<file path="config.mk">
export PLATFORM = sky130hd
export DESIGN_NAME = qpi_psram_responder_flat
export DESIGN_NICKNAME = d
export VERILOG_FILES = /design/src/rtl/psram_pkg.sv /design/src/rtl/qpi_psram_responder_if.sv /design/src/rtl/qpi_sync_edge.sv /design/src/rtl/qpi_psram_responder.sv /design/src/flat_wrapper.sv
export SDC_FILE = /design/constraint.sdc
export NUM_CORES = 1
export LEC_CHECK = 0
export ABC_AREA = 0
export CORE_MARGIN = 2
export CORE_UTILIZATION = 50
export CTS_CLUSTER_DIAMETER = 200
export DETAILED_ROUTE_END_ITERATION = 8
export PLACE_DENSITY = 0.75
export SKIP_LAST_GASP = 1
export SLEW_MARGIN = 20
export SYNTH_ARGS = -nofsm -noshare
export SYNTH_HDL_FRONTEND = slang
export SYNTH_SLANG_ARGS = --single-unit
</file>
<file path="constraint.sdc">
create_clock -name i_clk -period 7 [get_ports i_clk]
set_clock_uncertainty 0.2 [all_clocks]
set_input_delay 1.4 -clock i_clk [delete_from_list [all_inputs] [get_ports i_clk]]
set_output_delay 1.4 -clock i_clk [all_outputs]
set_load 0.005 [all_outputs]
</file>
<file path="src/rtl/psram_pkg.sv">
// rtl/psram_pkg.sv - shared command codes, FSM states and defaults for the QPI PSRAM responder
// Purpose: constants and types used by qpi_psram_responder and its testbench.
// Ports: none (package).
package psram_pkg;

    localparam logic [7:0] CMD_ENTER_QPI = 8'h35;
    localparam logic [7:0] CMD_QREAD     = 8'hEB;
    localparam logic [7:0] CMD_QWRITE    = 8'h38;
    localparam logic [7:0] CMD_EXIT_QPI  = 8'hF5;

    // SCLK rises between the last address nibble and the first read nibble
    localparam int READ_WAIT_DEF = 6;

    typedef enum logic [2:0] {
        ST_IDLE,
        ST_SPI_CMD,
        ST_QPI_CMD,
        ST_ADDR,
        ST_WAIT,
        ST_RDATA,
        ST_WDATA,
        ST_IGNORE
    } resp_state_t;

endpackage

</file>
<file path="src/rtl/qpi_psram_responder_if.sv">
// rtl/qpi_psram_responder_if.sv - one nibble lane of the shared QPI PSRAM bus
// Purpose: groups the PSRAM pins seen by one die.
// Signals:
//   psram_csn  chip select, active low (controller -> die)
//   psram_sclk serial clock (controller -> die)
//   sio_in     SIO[3:0] as seen on the bus (controller -> die)
//   sio_out    nibble driven back during read data (die -> controller)
//   sio_oe     1 = die drives sio_out onto the bus
// Modports: master = controller side, slave = die side.
interface qpi_psram_responder_if;

    logic       psram_csn;
    logic       psram_sclk;
    logic [3:0] sio_in;
    logic [3:0] sio_out;
    logic       sio_oe;

    modport master (
        output psram_csn,
        output psram_sclk,
        output sio_in,
        input  sio_out,
        input  sio_oe
    );

    modport slave (
        input  psram_csn,
        input  psram_sclk,
        input  sio_in,
        output sio_out,
        output sio_oe
    );

endinterface

</file>
<file path="src/rtl/qpi_sync_edge.sv">
// rtl/qpi_sync_edge.sv - multi-flop synchronizer with one-clock rise/fall pulses
// Purpose: brings an asynchronous pin into i_clk and flags its edges.
// Ports:
//   i_clk    sampling clock
//   i_rst    asynchronous, active-high reset
//   i_d      asynchronous input
//   o_level  synchronized level
//   o_rise   one-clock pulse when o_level goes 0 -> 1
//   o_fall   one-clock pulse when o_level goes 1 -> 0
// RST_VAL lets CSn reset high so no false select is seen leaving reset.
module qpi_sync_edge #(
    parameter int SYNC_STAGES = 2,
    parameter bit RST_VAL     = 1'b0
) (
    input  logic i_clk,
    input  logic i_rst,
    input  logic i_d,
    output logic o_level,
    output logic o_rise,
    output logic o_fall
);

    logic [SYNC_STAGES-1:0] sync_q, sync_d;
    logic                   prev_q, prev_d;

    always_comb begin
        sync_d = {sync_q[SYNC_STAGES-2:0], i_d};
        prev_d = sync_q[SYNC_STAGES-1];
    end

    always_ff @(posedge i_clk or posedge i_rst) begin
        if (i_rst) begin
            sync_q <= {SYNC_STAGES{RST_VAL}};
            prev_q <= RST_VAL;
        end else begin
            sync_q <= sync_d;
            prev_q <= prev_d;
        end
    end

    assign o_level = sync_q[SYNC_STAGES-1];
    assign o_rise  = o_level & ~prev_q;
    assign o_fall  = ~o_level & prev_q;

endmodule

</file>
<file path="src/rtl/qpi_psram_responder.sv">
// rtl/qpi_psram_responder.sv - device-side model of one 4-bit PSRAM die on the QPI bus
// Purpose: oversamples CSn/SCLK/SIO, decodes SPI 35h and QPI EBh/38h/F5h and
//   serves reads/writes through a byte memory port.
// Ports:
//   i_clk        oversampling clock (SCLK <= i_clk/4)
//   i_rst        asynchronous, active-high reset
//   bus          qpi_psram_responder_if.slave: csn, sclk, sio in/out, sio_oe
//   o_qpi_mode   1 = QPI mode entered
//   o_mem_addr   byte address for the memory port
//   o_mem_re     one-clock read strobe; i_mem_rdata valid the clock after
//   i_mem_rdata  read data
//   o_mem_we     one-clock write strobe
//   o_mem_wdata  write data, valid with o_mem_we
// Build option: QPI_RESP_BURST_EN enables address auto-increment and
//   multi-byte transfers until CSn rises; otherwise one byte per select.
module qpi_psram_responder
    import psram_pkg::*;
#(
    parameter int ADDR_W      = 24,
    parameter int READ_WAIT   = READ_WAIT_DEF,
    parameter int SYNC_STAGES = 2
) (
    input  logic                      i_clk,
    input  logic                      i_rst,
    qpi_psram_responder_if.slave      bus,
    output logic                      o_qpi_mode,
    output logic [ADDR_W-1:0]         o_mem_addr,
    output logic                      o_mem_re,
    input  logic [7:0]                i_mem_rdata,
    output logic                      o_mem_we,
    output logic [7:0]                o_mem_wdata
);

`ifdef QPI_RESP_BURST_EN
    localparam bit BURST_EN = 1'b1;
`else
    localparam bit BURST_EN = 1'b0;
`endif

    localparam logic [3:0] WAIT_LAST = 4'(READ_WAIT);

    logic csn_level, csn_rise, csn_fall;
    logic sclk_level, sclk_rise, sclk_fall;

    qpi_sync_edge #(.SYNC_STAGES(SYNC_STAGES), .RST_VAL(1'b1)) u_csn_sync (
        .i_clk  (i_clk),
        .i_rst  (i_rst),
        .i_d    (bus.psram_csn),
        .o_level(csn_level),
        .o_rise (csn_rise),
        .o_fall (csn_fall)
    );

    qpi_sync_edge #(.SYNC_STAGES(SYNC_STAGES), .RST_VAL(1'b0)) u_sclk_sync (
        .i_clk  (i_clk),
        .i_rst  (i_rst),
        .i_d    (bus.psram_sclk),
        .o_level(sclk_level),
        .o_rise (sclk_rise),
        .o_fall (sclk_fall)
    );

    // SIO goes through the same depth as SCLK so it lines up with sclk_rise
    logic [SYNC_STAGES-1:0][3:0] sio_sync_q, sio_sync_d;
    logic [3:0]                  sio;

    resp_state_t       state_q, state_d;
    logic [3:0]        cnt_q, cnt_d;
    logic [7:0]        cmd_q, cmd_d;
    logic [ADDR_W-1:0] addr_q, addr_d;
    logic              is_read_q, is_read_d;
    logic              enter_q, enter_d;      // QPI entry waits for CSn rise
    logic              exit_q, exit_d;        // QPI exit waits for CSn rise
    logic              qpi_q, qpi_d;
    logic [3:0]        sio_out_q, sio_out_d;
    logic              sio_oe_q, sio_oe_d;
    logic [3:0]        lo_q, lo_d;            // low nibble held while the next byte is fetched
    logic              phase_q, phase_d;      // 1 = high nibble is on the bus
    logic              mem_re_q, mem_re_d;
    logic              re_dly_q, re_dly_d;
    logic [7:0]        rdata_q, rdata_d;
    logic              mem_we_q, mem_we_d;
    logic [7:0]        wdata_q, wdata_d;

    assign sio = sio_sync_q[SYNC_STAGES-1];

    always_comb begin
        sio_sync_d[0] = bus.sio_in;
        for (int i = 1; i < SYNC_STAGES; i++) begin
            sio_sync_d[i] = sio_sync_q[i-1];
        end
    end

    always_comb begin
        state_d   = state_q;
        cnt_d     = cnt_q;
        cmd_d     = cmd_q;
        addr_d    = addr_q;
        is_read_d = is_read_q;
        enter_d   = enter_q;
        exit_d    = exit_q;
        qpi_d     = qpi_q;
        sio_out_d = sio_out_q;
        sio_oe_d  = sio_oe_q;
        lo_d      = lo_q;
        phase_d   = phase_q;
        wdata_d   = wdata_q;
        mem_re_d  = 1'b0;
        mem_we_d  = 1'b0;
        re_dly_d  = mem_re_q;
        // memory answers the clock after the strobe
        rdata_d   = re_dly_q ? i_mem_rdata : rdata_q;

        // advance only once the written byte has been presented at the old address
        if (BURST_EN && mem_we_q) begin
            addr_d = addr_q + ADDR_W'(1);
        end

        if (csn_level) begin
            state_d  = ST_IDLE;
            sio_oe_d = 1'b0;
            cnt_d    = 4'd0;
            if (enter_q) qpi_d = 1'b1;
            if (exit_q)  qpi_d = 1'b0;
            enter_d  = 1'b0;
            exit_d   = 1'b0;
        end else begin
            case (state_q)
                ST_IDLE: begin
                    if (csn_fall) begin
                        state_d = qpi_q ? ST_QPI_CMD : ST_SPI_CMD;
                        cnt_d   = 4'd0;
                    end
                end
                ST_SPI_CMD: begin
                    if (sclk_rise) begin
                        cmd_d = {cmd_q[6:0], sio[0]};
                        cnt_d = cnt_q + 4'd1;
                        if (cnt_q == 4'd7) begin
                            cnt_d   = 4'd0;
                            enter_d = (cmd_d == CMD_ENTER_QPI);
                            state_d = ST_IGNORE;
                        end
                    end
                end
                ST_QPI_CMD: begin
                    if (sclk_rise) begin
                        cmd_d = {cmd_q[3:0], sio};
                        cnt_d = cnt_q + 4'd1;
                        if (cnt_q == 4'd1) begin
                            cnt_d = 4'd0;
                            case (cmd_d)
                                CMD_QREAD: begin
                                    is_read_d = 1'b1;
                                    state_d   = ST_ADDR;
                                end
                                CMD_QWRITE: begin
                                    is_read_d = 1'b0;
                                    state_d   = ST_ADDR;
                                end
                                CMD_EXIT_QPI: begin
                                    exit_d  = 1'b1;
                                    state_d = ST_IGNORE;
                                end
                                default: state_d = ST_IGNORE;
                            endcase
                        end
                    end
                end
                ST_ADDR: begin
                    if (sclk_rise) begin
                        addr_d = ADDR_W'({addr_q, sio});
                        cnt_d  = cnt_q + 4'd1;
                        if (cnt_q == 4'd5) begin
                            cnt_d = 4'd0;
                            if (is_read_q) begin
                                mem_re_d = 1'b1;
                                state_d  = ST_WAIT;
                            end else begin
                                state_d  = ST_WDATA;
                            end
                        end
                    end
                end
                ST_WAIT: begin
                    if (sclk_rise && cnt_q != WAIT_LAST) begin
                        cnt_d = cnt_q + 4'd1;
                    end
                    if (sclk_fall && cnt_q == WAIT_LAST) begin
                        sio_oe_d  = 1'b1;
                        sio_out_d = rdata_q[7:4];
                        lo_d      = rdata_q[3:0];
                        phase_d   = 1'b1;
                        state_d   = ST_RDATA;
                        if (BURST_EN) begin
                            addr_d   = addr_q + ADDR_W'(1);
                            mem_re_d = 1'b1;
                        end
                    end
                end
                ST_RDATA: begin
                    if (sclk_fall) begin
                        if (phase_q) begin
                            sio_out_d = lo_q;
                            phase_d   = 1'b0;
                        end else if (BURST_EN) begin
                            sio_out_d = rdata_q[7:4];
                            lo_d      = rdata_q[3:0];
                            phase_d   = 1'b1;
                            addr_d    = addr_q + ADDR_W'(1);
                            mem_re_d  = 1'b1;
                        end else begin
                            sio_oe_d = 1'b0;
                            state_d  = ST_IGNORE;
                        end
                    end
                end
                ST_WDATA: begin
                    if (sclk_rise) begin
                        if (cnt_q == 4'd0) begin
                            wdata_d[7:4] = sio;
                            cnt_d        = 4'd1;
                        end else begin
                            wdata_d[3:0] = sio;
                            cnt_d        = 4'd0;
                            mem_we_d     = 1'b1;
                            if (!BURST_EN) state_d = ST_IGNORE;
                        end
                    end
                end
                ST_IGNORE: begin
                    sio_oe_d = 1'b0;
                end
                default: state_d = ST_IDLE;
            endcase
        end
    end

    always_ff @(posedge i_clk or posedge i_rst) begin
        if (i_rst) begin
            sio_sync_q <= '0;
            state_q    <= ST_IDLE;
            cnt_q      <= 4'd0;
            cmd_q      <= 8'd0;
            addr_q     <= '0;
            is_read_q  <= 1'b0;
            enter_q    <= 1'b0;
            exit_q     <= 1'b0;
            qpi_q      <= 1'b0;
            sio_out_q  <= 4'd0;
            sio_oe_q   <= 1'b0;
            lo_q       <= 4'd0;
            phase_q    <= 1'b0;
            mem_re_q   <= 1'b0;
            re_dly_q   <= 1'b0;
            rdata_q    <= 8'd0;
            mem_we_q   <= 1'b0;
            wdata_q    <= 8'd0;
        end else begin
            sio_sync_q <= sio_sync_d;
            state_q    <= state_d;
            cnt_q      <= cnt_d;
            cmd_q      <= cmd_d;
            addr_q     <= addr_d;
            is_read_q  <= is_read_d;
            enter_q    <= enter_d;
            exit_q     <= exit_d;
            qpi_q      <= qpi_d;
            sio_out_q  <= sio_out_d;
            sio_oe_q   <= sio_oe_d;
            lo_q       <= lo_d;
            phase_q    <= phase_d;
            mem_re_q   <= mem_re_d;
            re_dly_q   <= re_dly_d;
            rdata_q    <= rdata_d;
            mem_we_q   <= mem_we_d;
            wdata_q    <= wdata_d;
        end
    end

    // SCLK level and CSn rise are carried for completeness of the edge detectors
    logic unused_ok;
    assign unused_ok = sclk_level ^ csn_rise;

    assign bus.sio_out  = sio_out_q;
    assign bus.sio_oe   = sio_oe_q;
    assign o_qpi_mode   = qpi_q;
    assign o_mem_addr   = addr_q;
    assign o_mem_re     = mem_re_q;
    assign o_mem_we     = mem_we_q;
    assign o_mem_wdata  = wdata_q;

endmodule

</file>
<file path="src/flat_wrapper.sv">
// flat-port wrapper written by rule: the top's interface ports become plain ports
module qpi_psram_responder_flat import psram_pkg::*;
#(
    parameter int ADDR_W      = 24,
    parameter int READ_WAIT   = READ_WAIT_DEF,
    parameter int SYNC_STAGES = 2
)
  (i_clk, i_rst, o_qpi_mode, o_mem_addr, o_mem_re, i_mem_rdata, o_mem_we, o_mem_wdata, bus_psram_csn, bus_psram_sclk, bus_sio_in, bus_sio_out, bus_sio_oe);
  qpi_psram_responder_if bus_i ();
  input  logic i_clk;
  input  logic i_rst;
  output logic o_qpi_mode;
  output logic [ADDR_W-1:0] o_mem_addr;
  output logic o_mem_re;
  input  logic [7:0] i_mem_rdata;
  output logic o_mem_we;
  output logic [7:0] o_mem_wdata;
  input wire logic [$bits(bus_i.psram_csn)-1:0] bus_psram_csn;
  input wire logic [$bits(bus_i.psram_sclk)-1:0] bus_psram_sclk;
  input wire logic [$bits(bus_i.sio_in)-1:0] bus_sio_in;
  output wire logic [$bits(bus_i.sio_out)-1:0] bus_sio_out;
  output wire logic [$bits(bus_i.sio_oe)-1:0] bus_sio_oe;
  assign bus_i.psram_csn = bus_psram_csn;
  assign bus_i.psram_sclk = bus_psram_sclk;
  assign bus_i.sio_in = bus_sio_in;
  assign bus_sio_out = bus_i.sio_out;
  assign bus_sio_oe = bus_i.sio_oe;
  qpi_psram_responder #(.ADDR_W(ADDR_W), .READ_WAIT(READ_WAIT), .SYNC_STAGES(SYNC_STAGES)) u_core (.i_clk(i_clk), .i_rst(i_rst), .bus(bus_i), .o_qpi_mode(o_qpi_mode), .o_mem_addr(o_mem_addr), .o_mem_re(o_mem_re), .i_mem_rdata(i_mem_rdata), .o_mem_we(o_mem_we), .o_mem_wdata(o_mem_wdata));
endmodule
</file>
# Word level (Yosys, flattened, before mapping)
# Index checks and enable logic that the tools add are counted.
[op_classes]
muxes = 64
n_eq_ne = 34
reduce_logical = 32
bitwise_logic = 7
add_sub_neg = 1
[ops]
columns = ["op", "n"]
rows = [
  ["4-bit two-way mux", 13],
  ["3-bit two-way mux", 14],
  ["3-bit by 2-bit != test with 1-bit output (second input constant)", 11],
  ["1-bit two-way mux", 26],
  ["4-bit case mux with 6 select lines", 1],
  ["4-bit AND reduction", 6],
  ["3-bit case mux with 7 select lines", 1],
  ["2-bit nonzero test", 10],
  ["8-bit by 6-bit equality test with 1-bit output (second input constant)", 2],
  ["8-bit equality test (second input constant)", 2],
  ["7-bit two-way mux", 2],
  ["7-bit case mux with 2 select lines", 1],
  ["13-bit AND reduction", 1],
  ["3-bit equality test (second input constant)", 4],
  ["4-bit by 3-bit equality test with 1-bit output (second input constant)", 3],
  ["2-bit by 1-bit != test with 1-bit output (second input constant)", 5],
  ["5-bit AND reduction", 2],
  ["3-bit AND reduction", 3],
  ["4-bit case mux with 2 select lines", 1],
  ["8-bit nonzero test", 1],
  ["7-bit AND reduction", 1],
  ["7-bit nonzero test", 1],
  ["3-bit by 2-bit equality test with 1-bit output (second input constant)", 2],
  ["3-bit != test (second input constant)", 2],
  ["other kinds (15)", 23],
]
[word_totals]
wordCells = 162
ff_bits = 85
out_inout_bits = 40

# Logic depth before layout (Yosys ltp)
[logic_depth]
word_depth = 7
depth_mapped = 7
mapped_depth_nobuf = 7

# Cells and area by module
# Synthesis repeated with hierarchy kept, for this count alone.
[unflattened]
cells_unflattened = 294
area_unflattened_um2 = 3731.1
[by_module_without_submodules]
columns = ["mod", "area_per_inst_um2", "cells_per_inst", "n_inst"]
rows = [
  ["qpi_psram_responder", 3539.6, 282, 1],
  ["qpi_sync_edge at u_core.u_csn_sync", 97.6, 6, 1],
  ["qpi_sync_edge at u_core.u_sclk_sync", 93.8, 6, 1],
]

# Worst setup path after synthesis
# OpenSTA, ideal clock, no wires.
[synth_path]
path_type = "register to register"
start = "reg u_core.cnt_q[1]"
end = "reg u_core.state_q[0]"
t_arrival_ps = 1731
synth_period_minus_slack_ps = 2057
setup_slack_ps = 4943
path_stages_with_launch = 8
setup_time_ps = 126
cell_sequence = "dfrtp_1 -> inv_1 -> ha_1 -> or3b_4 -> a31o_1 -> a211oi_4 -> o211a_1 -> o22ai_1"
[synth_between]
elab_chain_len = 4
[synth_rtl]
columns = ["element", "line_no", "text"]
rows = [
  ["from (decl)", "qpi_psram_responder.sv:68", "logic [3:0] cnt_q, cnt_d;"],
  ["from (signal assigned)", "qpi_psram_responder.sv:262", "cnt_q <= cnt_d;"],
  ["4-bit by 3-bit equality test with 1-bit output", "qpi_psram_responder.sv:189", "if (sclk_fall && cnt_q == WAIT_LAST) begin"],
  ["1-bit logical AND", "qpi_psram_responder.sv:189", ""],
  ["3-bit by 2-bit != test with 1-bit output (no source line)", "n/a", ""],
  ["13-bit AND reduction (no source line) (*)", "n/a", ""],
  ["to (signal assigned)", "qpi_psram_responder.sv:261", "state_q <= state_d;"],
  ["to (decl)", "qpi_psram_responder.sv:67", "resp_state_t state_q, state_d;"],
]
# Mark *: on every way between the ends. The rest lies on a longest branch, timed or not.
# A chain may end at the register's enable or synchronous reset.

# Worst setup path in the final report
[layout_path]
start = "reg u_core.qpi_q (netlist: u_core.o_qpi_mode)"
end = "out o_qpi_mode"
[layout_rtl]
columns = ["element", "line_no", "text"]
rows = [
  ["from (decl)", "qpi_psram_responder.sv:74", "logic qpi_q, qpi_d;"],
  ["from (signal assigned)", "qpi_psram_responder.sv:268", "qpi_q <= qpi_d;"],
  ["to (decl)", "flat_wrapper.sv:12", "output logic o_qpi_mode;"],
]
# No word-level cell between the ends.

==> results.json <==
{
  "cts_max_path_buffers": 2,
  "dp_slack_ns": 4.00,
  "syn_inst": 298,
  "gp_congestion": 0.838,
  "drive_gt1_share_pct": 21.6,
  "cts_setup_buffers": 0,
  "clock-sinks": 85,
  "final.period_utilization_pct": 41.0,
  "slowest_delay_ns": 0.52,
  "ios": 56,
  "mostFrequentLayoutCells": "dfrtp_1 (82), clkdlybuf4s50_1 (55), mux2_2 (46)",
  "drt_iter0_markers": 184,
  "grt_pass1_wl_um": 12000,
  "final_hold_viol_count": 0,
  "rsz0062_at_grt": "false",
  "met2_length_um": 3370,
  "insertion_delay_ns": 0.35,
  "final_common_cell": "dfrtp_1",
  "seq_area_frac_synth_pct": 57.4,
  "vias": 2461,
  "min_period_ns": 2.87,
  "cp.arrival_ns": 1.27,
  "overflow": 0,
  "postCtsHoldBufs": 0,
  "wire_per_inst_um": 15.1,
  "stdcell_count": 456,
  "area_delta_synth_final_pct": 22.3,
  "die_width_um": 90.2,
  "tns_ns": 0,
  "dp_cells": 440,
  "ys_ff_latch": 85,
  "ys_types": 54,
  "syn_avg_cell_area_um2": 12.5,
  "nets": 372,
  "cp-end-kind": "output port",
  "postRouteAntennaNets": 0,
  "drt-vias-per-instance": 5.40,
  "cts_root_buffer": "clkbuf_8",
  "synth_flop_cell": "dfrtp_1",
  "worst_slew_pin_slew_ns": 0.751,
  "first_global_vias": 2491,
  "yosysWarnings": 0,
  "design.core.area_um2": 7210,
  "portBuffers": 55,
  "hold_ws_ns": 0.144,
  "antenna_cells": 0,
  "max_slew_margin_pct": 49.9,
  "numCtsBuffers": 9,
  "cp_max_fo": 4,
  "synth_edf_count": 0,
  "hpwl_um": 4700,
  "grt_max_degree": 86,
  "critPathSlowestCell": "clkdlybuf4s50_1",
  "fp.dieH_um": 90.2,
  "ir_drop_mv": 0.163,
  "async_flop_share_pct": 100,
  "die_area_um2": 8130,
  "syn-num-nets": 318,
  "fin_util_pct": 63.0,
  "routed_wirelength_um": 6870,
  "path_delay_family": "buffers and inverters",
  "grt_antenna_before_repair": 0,
  "rows": 31,
  "timing.final.ws_setup_ns": 4.13,
  "start_util_pct": 51.5,
  "syn_area_um2": 3710,
  "p_leak_nw": 2.10,
  "tritoncts": "yes",
  "ctsResizeCount": 0,
  "critPathKind": "reg2out",
  "dr.pass1.iters": 4,
  "power-per-cell-area_nw_per_um2": 277,
  "status": "finished, final reports clean",
  "required_ns": 5.40,
  "drv_slew": 0,
  "routedLengthMet1_um": 3130,
  "clk_pin_slew_ns": 0.08,
  "fill_cells": 568,
  "met3WireLength_um": 239,
  "cap_violations": 0,
  "drc_errors": 0,
  "top_layer": "met4",
  "start_kind": "flop",
  "htree_levels": 3,
  "setup_viol": 0,
  "min_path_type": "reg2reg",
  "timing.critical_path.buf_inv": 1,
  "path_cells": "clkdlybuf4s50_1",
  "fmax_mhz": 349,
  "grtUsageTotal_pct": 18.3
}
[power breakdown]
part / internal, mW / leakage [nW] / switching [mW] / total (mW)
Clock: 0.170 / 0.102 / 0.171 / 0.341
Combinational: 0.156 / 0.854 / 0.149 / 0.304
Sequential: 0.537 / 1.14 / 0.0766 / 0.614
[layout make-up]
class	instances	area, um^2	share of cell area (%)
inverters	9	35.0	0.771
clock inverters	3	25.0	0.551
multi-input cells	191	1490	32.7
well taps	99	124	2.73
clock buffers	13	179	3.94
repair buffers	56	562	12.4
flip-flops and latches	85	2130	46.9
[final timing paths]
path / start / endpoint / slack, ns / cells past startpoint
max: u_core.o_qpi_mode / o_qpi_mode / 4.13 / 1
min: u_core.u_sclk_sync.sync_q[0] / u_core.u_sclk_sync.sync_q[1] / 0.14 / 0
max reg2reg: u_core.state_q[1] / u_core.o_mem_re / 4.44 / 3
min reg2reg: u_core.u_sclk_sync.sync_q[0] / u_core.u_sclk_sync.sync_q[1] / 0.14 / 0
max in group asynchronous: i_rst / u_core.cmd_q[2] / 4.72 / 3
min in group asynchronous: i_rst / u_core.exit_q / 1.34 / 3
[flip-flops by register name (all words and copies together), names as in the netlist, 2 cells and up]
register,count
u_core.rdata_q,8
u_core.sio,4
u_core.bus.sio_out,4
u_core.cmd_q,7
u_core.sio_sync_d,4
u_core.state_q,3
u_core.u_csn_sync.sync_q,2
u_core.lo_q,4
u_core.u_sclk_sync.sync_q,2
u_core.o_mem_wdata,8
u_core.o_mem_addr,24
u_core.cnt_q,4
[cells by family (layout without fill, tap and decap cells)]
family                   after synthesis  count (layout)  synth area share (%)
AO/OA/AOI/OAI                         52              52                  9.57
XOR/XNOR                               1               1                 0.236
adder cells (fa/ha/maj)                4               4                  1.35
buffers and inverters                 22              81                  2.56
flip-flops                            85              85                  57.4
multiplexers                          58              58                  17.2
AND/OR/NAND/NOR                       76              76                  11.7
[synth_stat cells (2+ instances only)]
master,count,area share [%]
nor2_1,11,1.1
nor2b_1,7,1.2
nand2b_1,5,0.84
mux2i_1,12,3.2
nand3_1,5,0.67
o22ai_1,2,0.34
buf_2,10,1.3
o21ai_0,15,2.0
nand3b_1,4,0.81
nor3b_1,3,0.61
inv_1,9,0.91
a211oi_1,2,0.40
a21oi_1,13,1.8
ha_1,4,1.3
and3b_1,2,0.47
dfstp_2,3,2.1
o211a_1,2,0.54
mux2_2,46,14
nand4_1,2,0.34
clkbuf_1,2,0.20
dfrtp_1,82,55
nor3_1,5,0.67
nor4_1,3,0.51
nand2_1,19,1.9
[per-layer routing]
layer	GRT usage, %	vias to the layer above
li1	-	1179
met1	24.9	1226
met2	28.3	47
met3	4.44	9
met4	7.31	0
met5	0	-
[through the flow]
stage	total power [mW]	area, um^2
floorplan	0.835	3710
global placement	0.918	4340
detailed placement	0.927	4340
CTS	1.27	4540
global route	1.33	4540
finish	1.26	4540
Power figures use the tool's default switching activity.
